`src/rtl/acc_proc_core.sv`:
```
// Accumulator processor core: program memory, data memory and a one-instruction-per-cycle
// execute stage under an IDLE/RUN/HALT controller with optional single-stepping.
`timescale 1ns/1ps

module acc_proc_core #(
  parameter int DATA_W = 8,
  parameter int ADDR_W = 4
) (
  input  logic              clk,
  input  logic              rst,
  input  logic              run,
  input  logic              step_mode,
  input  logic              step,
  input  logic              prog_we,
  input  logic [ADDR_W-1:0] prog_addr,
  input  logic [ADDR_W+3:0] prog_data,
  input  logic [ADDR_W-1:0] dbg_addr,
  output logic [DATA_W-1:0] dbg_rdata,
  output logic [ADDR_W-1:0] pc_out,
  output logic [DATA_W-1:0] acc_out,
  output logic              zero_out,
  output logic              busy,
  output logic              halted
);

  localparam int IW    = ADDR_W + 4;
  localparam int DEPTH = 1 << ADDR_W;
  localparam logic [ADDR_W-1:0] PC_LAST = '1;

  typedef enum logic [1:0] {
    ST_IDLE,
    ST_RUN,
    ST_HALT
  } state_t;

  typedef enum logic [3:0] {
    OP_LD   = 4'h0,
    OP_ADD  = 4'h1,
    OP_SUB  = 4'h2,
    OP_AND  = 4'h3,
    OP_OR   = 4'h4,
    OP_XOR  = 4'h5,
    OP_SHL  = 4'h6,
    OP_ST   = 4'h7,
    OP_LDI  = 4'h8,
    OP_ADDI = 4'h9,
    OP_SHR  = 4'hA,
    OP_NAND = 4'hB,
    OP_NOPC = 4'hC,
    OP_NOPD = 4'hD,
    OP_HALT = 4'hE,
    OP_BNEZ = 4'hF
  } opcode_t;

  state_t            state;
  logic [ADDR_W-1:0] pc;
  logic [DATA_W-1:0] acc;
  logic [IW-1:0]     imem [DEPTH];
  logic [DATA_W-1:0] dmem [DEPTH];

  logic [IW-1:0]     instr;
  opcode_t           opcode;
  logic [ADDR_W-1:0] operand;
  logic [DATA_W-1:0] src;
  logic [DATA_W-1:0] imm;
  logic [DATA_W-1:0] acc_next;
  logic [ADDR_W-1:0] pc_next;
  logic              store_en;
  logic              taken;
  logic              halt_cond;
  logic              exec;

  assign instr   = imem[pc];
  assign opcode  = opcode_t'(instr[3:0]);
  assign operand = instr[IW-1:4];
  assign src     = dmem[operand];
  assign imm     = DATA_W'($signed(operand));

  // run=0 has priority, so a dropping run never lets a final instruction slip through.
  assign exec = (state == ST_RUN) && run && (!step_mode || step);

  always_comb begin
    acc_next = acc;
    store_en = 1'b0;
    taken    = 1'b0;
    unique case (opcode)
      OP_LD:   acc_next = src;
      OP_ADD:  acc_next = acc + src;
      OP_SUB:  acc_next = acc - src;
      OP_AND:  acc_next = acc & src;
      OP_OR:   acc_next = acc | src;
      OP_XOR:  acc_next = acc ^ src;
      OP_SHL:  acc_next = acc << 1;
      OP_ST:   store_en = 1'b1;
      OP_LDI:  acc_next = imm;
      OP_ADDI: acc_next = acc + imm;
      OP_SHR:  acc_next = acc >> 1;
      OP_NAND: acc_next = ~(acc & src);
      OP_BNEZ: taken    = (acc != '0);
      OP_NOPC, OP_NOPD, OP_HALT: ;
      default: ;
    endcase
    pc_next   = taken ? operand : pc + 1'b1;
    // The last address halts unless a taken branch leaves it (self-loop included).
    halt_cond = (opcode == OP_HALT) || ((pc == PC_LAST) && !taken);
  end

  always_ff @(posedge clk) begin
    if (rst) begin
      state <= ST_IDLE;
      pc    <= '0;
      acc   <= '0;
      // NOTE: both memories are explicitly cleared on reset, so they are built from
      // resettable flops rather than a RAM macro; a blocking loop variable is fine here
      // because only the array elements are state and those use <=.
      for (int i = 0; i < DEPTH; i++) begin
        imem[i] <= '0;
        dmem[i] <= '0;
      end
    end else begin
      unique case (state)
        ST_IDLE: begin
          pc <= '0;
          if (prog_we) imem[prog_addr] <= prog_data;
          if (run) state <= ST_RUN;
        end
        ST_RUN: begin
          if (!run) begin
            state <= ST_IDLE;
            pc    <= '0;
          end else if (exec) begin
            acc <= acc_next;
            if (store_en) dmem[operand] <= acc;
            if (halt_cond) state <= ST_HALT;
            else           pc    <= pc_next;
          end
        end
        ST_HALT: begin
          if (!run) begin
            state <= ST_IDLE;
            pc    <= '0;
          end
        end
        default: state <= ST_IDLE;
      endcase
    end
  end

  assign dbg_rdata = dmem[dbg_addr];
  assign pc_out    = pc;
  assign acc_out   = acc;
  assign zero_out  = (acc == '0);
  assign busy      = (state == ST_RUN);
  assign halted    = (state == ST_HALT);

endmodule

```
`config.mk`:
```
export PLATFORM = sky130hd
export DESIGN_NAME = acc_proc_core
export DESIGN_NICKNAME = d
export VERILOG_FILES = /design/src/rtl/acc_proc_core.sv
export SDC_FILE = /design/constraint.sdc
export NUM_CORES = 1
export LEC_CHECK = 0
export CORE_MARGIN = 5
export CORE_UTILIZATION = 30
export DETAILED_ROUTE_END_ITERATION = 7
export DONT_BUFFER_PORTS = 1
export GPL_TIMING_DRIVEN = 1
export RECOVER_POWER = 50
export SLEW_MARGIN = 20
export SYNTH_ARGS = -nofsm -noshare
export SYNTH_HDL_FRONTEND = slang
export SYNTH_SLANG_ARGS = --single-unit
```
`constraint.sdc`:
```
create_clock -name clk -period 5.2 [get_ports clk]
set_clock_uncertainty 0.15 [all_clocks]
set_input_delay 0.26 -clock clk [delete_from_list [all_inputs] [get_ports clk]]
set_output_delay 0.26 -clock clk [all_outputs]
set_load 0.005 [all_outputs]
```
Word-level counts from Yosys, hierarchy flattened
Memories as Yosys holds them, arrays and structs flattened. A register that Yosys moved wholly into a read port is not among the register bits.
Cells that the tools add are included.
- bitwise logic cells: 4
- $add $sub $neg: 4
- muxes and demuxes: 35
- eq/ne operators: 21
- reductions and logical operators: 18
- operator list (kind ; count):
    $pmux 8 s11 ; 1
    $mux 4 ; 9
    $eq 4x4->1 const B ; 7
    $add 8x8->8 ; 2
    $eq 4x3->1 const B ; 4
    $mux 1 ; 16
    $mux 8 ; 2
    $reduce_or 8->1 ; 2
    $pmux 4 s3 ; 1
    $reduce_and 4->1 ; 3
    $reduce_bool 11->1 ; 1
    $mux 2 ; 5
    $and 8x8->8 ; 1
    $eq 4x2->1 const B ; 2
    $logic_not 8->1 ; 1
    $not 8->8 ; 1
    $or 8x8->8 ; 1
    $reduce_bool 8->1 ; 1
    $sub 8x8->8 ; 1
    $xor 8x8->8 ; 1
    $ne 3x2->1 const B ; 2
    $pmux 2 s3 ; 1
    $add 4x1->4 const B ; 1
    $eq 4x1->1 const B ; 1
    10 further kinds ; 15
- memory bits (writable): 256
- memories: 2
- word-level logic and storage cells: 87
- register bits after elaboration: 14
- memories (name ; depth ; width ; rd ports ; clocked after memory_dff ; wr ports ; line ; source):
    dmem ; 16 ; 8 ; 2 ; 0 ; 16 ; 59 ; logic [DATA_W-1:0] dmem [DEPTH];
    imem ; 16 ; 8 ; 1 ; 1 ; 16 ; 58 ; logic [IW-1:0] imem [DEPTH];

Logic depth before layout (Yosys ltp)
- depth after elaboration: 11
- gate-level depth with buffers: 27
- depth with buffers taken out: 22

Worst setup path after synthesis
OpenSTA, ideal clock, no wires.
- kind: register -> register
- from: reg (tool-made name)
- to: reg acc[7], in the netlist acc_out[7]
- stages on the path, launching flop included: 25
- arrival time: 4.850 ns
- path slack: 0.072 ns
- data required time: 4.922 ns
- cells stage by stage: dfxtp_1 > buf_6 > mux2i_1 > mux4_2 > a22oi_2 > buf_6 > buf_4 > mux2i_1 > o22ai_1 > nor4_2 > ha_1 > a22oi_1 > o21ai_0 > ha_1 > a21o_1 > a21oi_1 > o21bai_1 > a21oi_1 > o21bai_1 > a21oi_1 > xnor2_1 > nor3_1 > mux2i_1 > a41o_1 > o211ai_2
- RTL lines (what ; line ; source):
    end signal, assigned ; 132 ; acc <= acc_next;
    end, declared ; 57 ; logic [DATA_W-1:0] acc;

==> flow_summary.yaml <==
cts:
  insertion_delay_ns: 0.59
  clock-sinks: 274
  cts_max_level: 1
  cts.clk_slew.worst_paths_ns: 0.07
  cts_buffer_depth: 3
  cts_root_buf: "clkbuf_16"
  cts_buffers: 30
  cts_tree: "built"
pwr:
  total_power_mw: 5.369
  max-vdd-ir-drop_uv: 248.8
  p_leak_nw: 6.069
  power_density_mw_per_mm2: 302.5
run_status:
  status: "complete, no violations"
routing:
  drc: 0
  routed_via_density: 5.256
  met2_length_um: 21610
  first_pass_iters: 5
  vias: 10290
  m1WireLength_um: 18760
  route.met3.wl_um: 3147
  drt_iter0_drc: 977
  ant_nets: 0
  wl_um: 44530
  routedWlPerCell_um: 22.74
  topRoutingLayerUsed: "met5"
timing:
  maxSlewViolCount: 0
  fmaxAchievable_mhz: 198.2
  period_share: 0.9701
  relSlewSlack: 0.08677
  worst_slew_pin_slew_ns: 1.370
  period_minus_slack_ns: 5.044
  final.setup.worst_slack_ns: 0.1557
  rsz0062_at_grt: "yes"
  setup_viol: 0
  setup_tns_ns: 0
  finalHoldViolations: 0
  holdWs_ns: 0.02378
yosys:
  synth_flop_cell: "edfxtp_1"
  syn_area_mm2: 0.01516
  synth_area_per_cell_um2: 12.71
  synth_edf_count: 256
  synth_cell_type_count: 74
  ys_seq_area_frac: 0.5308
  synthArstFlopShare: 0
  synth_nets: 1240
  yosysWarnings: 0
  ys_ff_latch: 274
  syn_inst: 1193
floorplanning:
  die_x_um: 234.8
  dieArea_mm2: 0.05514
  initial_utilization: 0.3028
  die_h_um: 234.8
  rows: 82
  ios: 45
  coreArea_mm2: 0.05007
grt:
  grt_pass1_wl_um: 66300
  grt_pass1_vias: 10240
  antenna_found_initial: 3
  grt-ovfl-total: 0
  track_usage: 0.1540
  grt_start_max_net_pins: 41
critical_path:
  cp_slowest_stage_delay_ns: 0.51
  path_class: "reg -> reg"
  critical_path.max_fanout: 7
  worst_path_max_delay_cell: "mux4_2"
  cp.required_ns: 5.57
  end_kind: "flip-flop"
  path_cells: "mux2i_1, mux4_2, a22oi_2, buf_6, buf_16, mux2i_1, o22ai_1, nor4_2, ha_1, a22oi_1, o21ai_1, ha_1, a21o_1, a21oi_2, o21bai_1, a21oi_2, o21bai_1, a21oi_2, xnor2_2, buf_4, xor2_2, o211ai_2, o211ai_2"
  rr_worst_depth: 23
  worstPathArrival_ns: 5.41
  cpMostUsedCell: "a21oi_2"
  crit_path_start_kind: "flip-flop"
hold_path:
  min_path_cells: 1
  hold_class: "in -> reg"
placement:
  place_congestion: 0.8830
  hpwl_um: 29920
  dp_slack_ns: -0.001664
  io_buffers: 0
finish:
  drive_gt1_frac: 0.2327
  final_common_cell: "edfxtp_1"
  mostFrequentLayoutCells: "edfxtp_1, nor3_1, buf_4, and2_0, mux4_2"
  area_delta_synth_final_pct: 17.05
  nNetsFinal: 1308
  fin_util: 0.3545
job:
  max_cap_viol_count: 0
## stage by stage
step,cells,area [um^2]
finish,1958,17750
global route,1958,17750
CTS,1940,17500
detailed placement,1867,16330
global placement,1867,16330
floorplan,1193,15160
## area by class of cell
type	instances	area, um^2
diodes	1	2.502
clock inverters	15	132.6
fillers	4976	32320
clock buffers	41	833.3
well taps	672	840.8
multi-input cells	802	6700
flip-flops and latches	274	8054
repair buffers	122	1067
inverters	31	116.4
## synthesized netlist by cell type (all sizes together), types with 8 or more instances
master	count	area [um^2]
a211oi	8	60.06
a21oi	27	135.1
a221oi	16	157.7
and2	148	925.9
buf	28	198.9
clkbuf	58	217.7
dfxtp	18	360.4
edfxtp	256	7687
ha	24	300.3
inv	24	90.08
mux2	8	93.84
mux2i	69	690.7
mux4	74	1667
nand2	35	141.4
nand2b	12	75.07
nand3	12	60.06
nor2	69	259.0
nor3	127	640.6
o21ai	24	153.9
o22ai	25	162.6
or2	33	206.5
xnor2	14	122.6
## kinds of logic (layout without fill, tap and decap cells)
| logic type | Yosys count | count (layout) | synth area share |
|---|---|---|---|
| AND/OR/NAND/NOR | 470 | 470 | 0.1745 |
| flip-flops | 274 | 274 | 0.5308 |
| multiplexers | 151 | 151 | 0.1617 |
| AO/OA/AOI/OAI | 141 | 141 | 0.06816 |
| buffers and inverters | 117 | 209 | 0.03515 |
| adder cells (fa/ha/maj) | 25 | 25 | 0.02113 |
| XOR/XNOR | 15 | 15 | 0.008665 |
| other | 0 | 1 | 0 |
## layer usage
| layer | GRT usage | vias to the layer above |
|---|---|---|
| li1 | - | 4692 |
| met5 | 0 | - |
| met3 | 0.02556 | 60 |
| met2 | 0.2595 | 377 |
| met4 | 0.03380 | 2 |
| met1 | 0.2106 | 5161 |
## report_power, final
| part | internal [mW] | leakage [nW] | switching, mW | total, mW |
|---|---|---|---|---|
| Combinational | 0.312 | 2.83 | 0.406 | 0.717 |
| Clock | 1.22 | 0.467 | 0.904 | 2.12 |
| Sequential | 2.49 | 2.77 | 0.0438 | 2.53 |
| Total | 4.02 | 6.07 | 1.35 | 5.37 |
## worst max-delay path: cells and delay by family (launching register included)
kind,cells,cell delay [ns]
compound gates,12,1.85
xor+xnor,2,0.32
fa+ha+maj,2,0.63
buf+inv,3,0.48
flops,1,0.38
mux,3,0.83
simple gates,1,0.33
## sequential cells by signal (all words and copies together), names as in the netlist, named ones only
name,cells
imem,128
dmem,128
pc_out,4
state,2
acc_out,8
## worst paths after layout
path                                     to       from  slack [ns]
worst max register to register   acc_out[7]  flip-flop        0.16
worst min register to register     state[0]   state[0]        0.42
worst max-delay path             acc_out[7]  flip-flop        0.16
worst min-delay path            dmem[13][2]        rst        0.02
## repair_timing
item	CTS	global route
gates resized for setup	2	29
buffers inserted	2	16
hold buffers	14	1
endpoints found under the setup margin	1	4
hold endpoints to repair	342	5
pin swaps	2	20
cloned	1	2
No activity file was read; power rests on OpenSTA's default activity.
